$ cat src/rtl/ipsmacge_txctrl_if.sv
// FIFO-side and insert-stage-side signals of the GE MAC TX framing controller.
// master = the controller itself, slave = its environment (FIFO + insert stage + CPU).
interface ipsmacge_txctrl_if #(
  parameter int DAT_DW = 8,
  parameter int CNT_DW = 6,
  parameter int STT_DW = 4
);
  logic              pena;
  logic              uptxen;
  logic              spdstable;
  logic              ifrmrdy;
  logic [DAT_DW-1:0] ifdat;
  logic              ifeop;
  logic              iferr;
  logic              ofrd;
  logic [STT_DW-1:0] osttm;
  logic [CNT_DW-1:0] ocnt;
  logic              osfd;
  logic [DAT_DW-1:0] odat;
  logic              oerr;
  logic              ocrcclr;
  logic              ocrcen;

  modport master (
    input  pena, uptxen, spdstable, ifrmrdy, ifdat, ifeop, iferr,
    output ofrd, osttm, ocnt, osfd, odat, oerr, ocrcclr, ocrcen
  );
  modport slave (
    output pena, uptxen, spdstable, ifrmrdy, ifdat, ifeop, iferr,
    input  ofrd, osttm, ocnt, osfd, odat, oerr, ocrcclr, ocrcen
  );
endinterface

$ cat src/rtl/ipsmacge_txctrl.sv
// GE MAC transmit framing controller: sequences gap/preamble/payload/pad/FCS byte slots
// for the TX insert stage, pops the show-ahead TX frame FIFO and steers the CRC generator.
module ipsmacge_txctrl #(
  parameter int DAT_DW  = 8,
  parameter int CNT_DW  = 6,
  parameter int STT_DW  = 4,
  parameter int IPG_LEN = 12,
  parameter int PRM_LEN = 8,
  parameter int MIN_LEN = 60
) (
  input logic               txclk,
  input logic               txrst,
  ipsmacge_txctrl_if.master bus
);
  typedef enum logic [STT_DW-1:0] {
    IGAP = STT_DW'(0), IRDY = STT_DW'(1), IPRM = STT_DW'(2), IPAY = STT_DW'(3),
    IFCS = STT_DW'(4), IFCE = STT_DW'(5), IPAD = STT_DW'(7), IDIS = STT_DW'(8)
  } stt_e;

  // One byte slot as presented to the insert stage.
  typedef struct packed {
    logic [STT_DW-1:0] stt;
    logic [CNT_DW-1:0] cnt;
    logic              sfd;
    logic [DAT_DW-1:0] dat;
    logic              err;
    logic              crcclr;
    logic              crcen;
  } slot_t;

  localparam logic [CNT_DW-1:0] CNT_MAX  = '1;
  localparam logic [CNT_DW-1:0] IPG_LAST = CNT_DW'(IPG_LEN - 1);
  localparam logic [CNT_DW-1:0] PRM_LAST = CNT_DW'(PRM_LEN - 1);
  localparam logic [CNT_DW-1:0] PAD_LAST = CNT_DW'(MIN_LEN - 1);
  localparam logic [CNT_DW-1:0] FCS_LAST = CNT_DW'(3);
  localparam slot_t SLOT_DIS = '{stt: IDIS, default: '0};

  stt_e              stt_q, stt_d, fcs_stt;
  logic [CNT_DW-1:0] cnt_q, cnt_d, cnt_inc;
  logic              flush_q, flush_d;
  logic              errl_q, errl_d;
  slot_t             slot_q, slot_d, cur;
  logic              dis, pop, ofrd;

  always_comb begin
    dis     = !bus.uptxen || !bus.spdstable;
    cnt_inc = (cnt_q == CNT_MAX) ? cnt_q : cnt_q + 1'b1;
    // A disable in the same slot as a payload pop wins, so that byte stays for the flush.
    pop     = bus.pena && !dis && (stt_q == IPAY);
    ofrd    = pop || (flush_q && bus.ifrmrdy);

    flush_d = flush_q;
    if (flush_q && bus.ifrmrdy && bus.ifeop) flush_d = 1'b0;
    if (dis && stt_q == IPAY)                flush_d = 1'b1;

    cur     = '0;
    cur.stt = stt_q;
    cur.cnt = cnt_q;
    case (stt_q)
      IPRM: begin
        cur.crcclr = 1'b1;
        cur.sfd    = (cnt_q == PRM_LAST);
      end
      IPAY: begin
        cur.dat   = bus.ifdat;
        cur.err   = bus.iferr;
        cur.crcen = 1'b1;
      end
      IPAD:    cur.crcen = 1'b1;
      default: ;
    endcase
    if (dis) cur = SLOT_DIS;
    slot_d = bus.pena ? cur : slot_q;

    stt_d  = stt_q;
    cnt_d  = cnt_q;
    errl_d = errl_q;
    if (pop) errl_d = errl_q | bus.iferr;
    fcs_stt = errl_d ? IFCE : IFCS;

    if (dis) begin
      stt_d = IDIS;
      cnt_d = '0;
    end else if (bus.pena) begin
      case (stt_q)
        IDIS: if (!flush_q) begin stt_d = IGAP; cnt_d = '0; end
        IGAP: if (cnt_q == IPG_LAST) begin stt_d = IRDY; cnt_d = '0; end
              else cnt_d = cnt_inc;
        IRDY: if (bus.ifrmrdy) begin stt_d = IPRM; cnt_d = '0; end
        IPRM: if (cnt_q == PRM_LAST) begin stt_d = IPAY; cnt_d = '0; errl_d = 1'b0; end
              else cnt_d = cnt_inc;
        IPAY: if (bus.ifeop) begin
                if (cnt_q < PAD_LAST) begin stt_d = IPAD; cnt_d = cnt_inc; end
                else begin stt_d = fcs_stt; cnt_d = '0; end
              end else cnt_d = cnt_inc;
        IPAD: if (cnt_q == PAD_LAST) begin stt_d = fcs_stt; cnt_d = '0; end
              else cnt_d = cnt_inc;
        IFCS, IFCE: if (cnt_q == FCS_LAST) begin stt_d = IGAP; cnt_d = '0; end
                    else cnt_d = cnt_inc;
        default: begin stt_d = IDIS; cnt_d = '0; end
      endcase
    end
  end

  always_ff @(posedge txclk) begin
    if (txrst) begin
      stt_q   <= IDIS;
      cnt_q   <= '0;
      flush_q <= 1'b0;
      errl_q  <= 1'b0;
      slot_q  <= SLOT_DIS;
    end else begin
      stt_q   <= stt_d;
      cnt_q   <= cnt_d;
      flush_q <= flush_d;
      errl_q  <= errl_d;
      slot_q  <= slot_d;
    end
  end

  assign bus.ofrd    = ofrd;
  assign bus.osttm   = slot_q.stt;
  assign bus.ocnt    = slot_q.cnt;
  assign bus.osfd    = slot_q.sfd;
  assign bus.odat    = slot_q.dat;
  assign bus.oerr    = slot_q.err;
  assign bus.ocrcclr = slot_q.crcclr;
  assign bus.ocrcen  = slot_q.crcen;
endmodule

$ cat src/flat_wrapper.sv
// flat-port wrapper written by rule: the top's interface ports become plain ports
module ipsmacge_txctrl_flat 
#(
  parameter int DAT_DW  = 8,
  parameter int CNT_DW  = 6,
  parameter int STT_DW  = 4,
  parameter int IPG_LEN = 12,
  parameter int PRM_LEN = 8,
  parameter int MIN_LEN = 60
)
  (txclk, txrst, bus_pena, bus_uptxen, bus_spdstable, bus_ifrmrdy, bus_ifdat, bus_ifeop, bus_iferr, bus_ofrd, bus_osttm, bus_ocnt, bus_osfd, bus_odat, bus_oerr, bus_ocrcclr, bus_ocrcen);
  ipsmacge_txctrl_if #(.DAT_DW(DAT_DW), .CNT_DW(CNT_DW), .STT_DW(STT_DW)) bus_i ();
  input logic txclk;
  input logic txrst;
  input wire logic [$bits(bus_i.pena)-1:0] bus_pena;
  input wire logic [$bits(bus_i.uptxen)-1:0] bus_uptxen;
  input wire logic [$bits(bus_i.spdstable)-1:0] bus_spdstable;
  input wire logic [$bits(bus_i.ifrmrdy)-1:0] bus_ifrmrdy;
  input wire logic [$bits(bus_i.ifdat)-1:0] bus_ifdat;
  input wire logic [$bits(bus_i.ifeop)-1:0] bus_ifeop;
  input wire logic [$bits(bus_i.iferr)-1:0] bus_iferr;
  output wire logic [$bits(bus_i.ofrd)-1:0] bus_ofrd;
  output wire logic [$bits(bus_i.osttm)-1:0] bus_osttm;
  output wire logic [$bits(bus_i.ocnt)-1:0] bus_ocnt;
  output wire logic [$bits(bus_i.osfd)-1:0] bus_osfd;
  output wire logic [$bits(bus_i.odat)-1:0] bus_odat;
  output wire logic [$bits(bus_i.oerr)-1:0] bus_oerr;
  output wire logic [$bits(bus_i.ocrcclr)-1:0] bus_ocrcclr;
  output wire logic [$bits(bus_i.ocrcen)-1:0] bus_ocrcen;
  assign bus_i.pena = bus_pena;
  assign bus_i.uptxen = bus_uptxen;
  assign bus_i.spdstable = bus_spdstable;
  assign bus_i.ifrmrdy = bus_ifrmrdy;
  assign bus_i.ifdat = bus_ifdat;
  assign bus_i.ifeop = bus_ifeop;
  assign bus_i.iferr = bus_iferr;
  assign bus_ofrd = bus_i.ofrd;
  assign bus_osttm = bus_i.osttm;
  assign bus_ocnt = bus_i.ocnt;
  assign bus_osfd = bus_i.osfd;
  assign bus_odat = bus_i.odat;
  assign bus_oerr = bus_i.oerr;
  assign bus_ocrcclr = bus_i.ocrcclr;
  assign bus_ocrcen = bus_i.ocrcen;
  ipsmacge_txctrl #(.DAT_DW(DAT_DW), .CNT_DW(CNT_DW), .STT_DW(STT_DW), .IPG_LEN(IPG_LEN), .PRM_LEN(PRM_LEN), .MIN_LEN(MIN_LEN)) u_core (.txclk(txclk), .txrst(txrst), .bus(bus_i));
endmodule
$ cat config.mk
export PLATFORM = sky130hd
export DESIGN_NAME = ipsmacge_txctrl_flat
export DESIGN_NICKNAME = d
export VERILOG_FILES = /design/src/rtl/ipsmacge_txctrl_if.sv /design/src/rtl/ipsmacge_txctrl.sv /design/src/flat_wrapper.sv
export SDC_FILE = /design/constraint.sdc
export NUM_CORES = 1
export LEC_CHECK = 0
export CORE_AREA = 8 8 79 81
export CTS_CLUSTER_SIZE = 14
export DETAILED_ROUTE_END_ITERATION = 8
export DIE_AREA = 0 0 87 89
export GPL_TIMING_DRIVEN = 0
export PLACE_DENSITY = 0.69
export SLEW_MARGIN = 20
export SYNTH_ARGS = -nofsm -noshare
export SYNTH_HDL_FRONTEND = slang
export SYNTH_SLANG_ARGS = --single-unit
$ cat constraint.sdc
create_clock -name txclk -period 5 [get_ports txclk]
set_clock_uncertainty 0.15 [all_clocks]
set_input_delay 1.5 -clock txclk [delete_from_list [all_inputs] [get_ports txclk]]
set_output_delay 1.5 -clock txclk [all_outputs]
set_load 0.05 [all_outputs]
==> impl_results.md <==
- Slew Limit Fails: 0
- Area leader, netlist: dfxtp_1
- DR WL/cell: 15.1 um
- Async SR Flop Fraction: 0
- Status: finished clean
- Peak supply drop: 0.118 mV
- Synth Area in Adders: 0.00743
- Max-Cap Viols: 0
- Synthesized flop and latch total: 34
- Initial Utilization: 0.338
- Post-synth cell types: 54
- CTS tree: built
- Share of layout cells above drive strength 1: 0.132
- Post-synthesis mux area share: 0
- Min-delay worst type: flip-flop to flip-flop
- Register clock-pin slew on the reported worst setup and hold paths: 0.06 ns
- Clk buf depth: 2
- Min Tclk post-route: 4.77 ns
- Leading cell types in the layout, fill and taps excluded: 36 x clkdlybuf4s50_1, 34 x dfxtp_1, 24 x nor2_1, 19 x a22oi_1
- CTS root buf: clkbuf_8
- P&R area growth vs syn: 31.7%
- Crit. End Element: primary output
- Placed Cells: 298
- Complex-gate fraction of the synthesized area: 0.294
- Horiz. Die Dim: 87 um
- Avg Cell Area, Syn: 8.82 um^2
- Synth warn: 0
- Number of diodes: 0
- Commonest non-fill, non-tap cell in the layout: clkdlybuf4s50_1
- Largest net degree at the start of global routing: 11
- Core box area: 4980 um^2
- Initial antenna violation count: 0
- Number of global-route vias before repair: 1544
- Clk_lat worst skew: 0.29 ns
- Least-Margin Pin Slew: 0.608 ns
- Std cell rows: 26
- PD cells: 227 nW/um^2
- Proportion of netlist area held by the largest area contributor: 0.404
- Final instance area: 2220 um^2
- Mapped cell area: 1680 um^2
- Post-synth top flop: dfxtp_1
- Slew HR: 0.592
- Fin nets: 251
- Io pins: 39
- DRC viols: 0
- RSZ-0062 raised after global routing: no
- Required @ worst endpoint: 3.35 ns
- Worst Path Arrival: 3.12 ns
- Final hold viol count: 0
- Synth top area cells: dfxtp_1 40%, a22oi_1 8.5%, nor2_1 5.3%, o211ai_1 3.6%, nand3_1 3.0%
- Leakage power: 0.743 nW
- Cell Area, Placed: 2140 um^2
- Final Cycle Share: 0.955
- XOR/XNOR share of the synthesized area: 0.00520
- Final Setup Violations: 0
- Placer Congestion: 0.921
- Setup TNS Final: 0 ns
- Vias per inst: 5.24
- H-tree levels: 2
- Tot Pwr: 0.503 mW
- Final ANT Viol Nets: 0
- Routed WL: 4.59 mm
- Final core occ: 0.446
- TritonRoute pass-1 iters: 4
- Crit path kind: input pin to primary output
- CP Launch Type: input pin
- Fmax: 210 MHz
- Global Route Usage Sum: 0.124
- Filler cells: 502
- Post-DP HPWL: 3.46 mm
- Die area: 7740 um^2
- Post-synth net total: 208
- Largest family of logic cells by synthesized area: compound AO/OA/AOI/OAI gates
- I/O Buffers: 37
- # hold bufs at CTS: 0
- Chip Height: 89 um
- Sequential fraction of the synthesis area: 0.404
- Post-CTS setup buffer count: 0
- Register area: 681 um^2
- Critical-path maximum fanout: 10
- Multi-input gate area in the final layout: 880 um^2
- Final non-filler cell total: 304
- Via count: 1592
- GRT Residual Overflow: 0
- Simple-gate share of the synthesized area: 0.215
- Drt initial violations: 84
- Clock sinks: 34
- Post-synth EDFFs: 0
- Synth Instances: 191
- CTS Buf Count: 5
- First-pass GRT wire length: 7.53 mm
-- power breakdown --
group / total (mW) / internal [mW] / leakage, nW / switching [mW]
logic: 0.0363 / 0.0165 / 0.425 / 0.0198
registers: 0.272 / 0.271 / 0.274 / 0.000508
clock network: 0.195 / 0.0934 / 0.0438 / 0.101
-- metal layers --
metal  track usage  vias to the layer above  part of all wire
li1              -                      796                 -
met1         0.153                      748              0.46
met2         0.193                       40              0.46
met3        0.0331                        8             0.056
met4        0.0642                        0             0.018
met5             0                        -                 0
-- synthesized netlist by cell type (all sizes together), types with 4 or more instances --
| library cell | instances |
|---|---|
| nand2 | 10 |
| clkbuf | 8 |
| o211ai | 9 |
| nor2 | 24 |
| a21oi | 9 |
| nand3 | 10 |
| a22oi | 19 |
| and3 | 4 |
| nor3 | 4 |
| buf | 9 |
| inv | 7 |
| dfxtp | 34 |
-- final timing paths --
path	from	to	slack [ns]	cells after the start
min reg2reg	u_core.bus.oerr	u_core.bus.oerr	0.32	2
max reg2reg	u_core.cnt_q[0]	u_core.stt_q[0]	2.46	6
max	bus_uptxen	bus_ofrd	0.23	5
min	u_core.bus.oerr	u_core.bus.oerr	0.32	2
-- cell families after synthesis --
| logic type | Yosys count |
|---|---|
| simple gates | 69 |
| compound gates | 62 |
| flops | 34 |
| buf+inv | 24 |
| xor+xnor | 1 |
| fa+ha+maj | 1 |
-- through the flow --
step	hold slack, ns	worst slack (ns)
after floorplan	0.331	0.742
after global placement	0.307	-0.340
after detailed placement	0.308	-0.336
after CTS	0.319	0.0909
after global routing	0.357	0.124
final	0.315	0.227
-- worst max-delay path: stages --
cell             delay (ns)
clkdlybuf4s50_1        0.49
and3_1                 0.24
and2_1                 0.39
a21o_1                 0.13
clkdlybuf4s15_2        0.36
-- cell type report --
type                    count  share of cell area
flip-flops and latches     34               0.307
well taps                  70              0.0395
repair buffers             37               0.168
plain buffers              16              0.0423
clock inverters             2             0.00451
inverters                   7              0.0118
clock buffers               5              0.0310
multi-input cells         133               0.397
-- state kept, by name, indices dropped and copies added (netlist names) --
name                count
u_core.errl_q           1
u_core.bus.ocrcen       1
u_core.stt_q            4
u_core.bus.osttm        4
u_core.cnt_q            6
u_core.bus.ocnt         6
u_core.bus.osfd         1
u_core.bus.odat         8
u_core.bus.oerr         1
u_core.flush_q          1
u_core.bus.ocrcclr      1
-- timing repair --
| action | CTS | global route |
|---|---|---|
| gates resized for setup | 3 | 0 |
| endpoints found under the setup margin | 1 | 1 |
| cloned | 0 | 0 |
No activity file was read; power rests on OpenSTA's default activity.
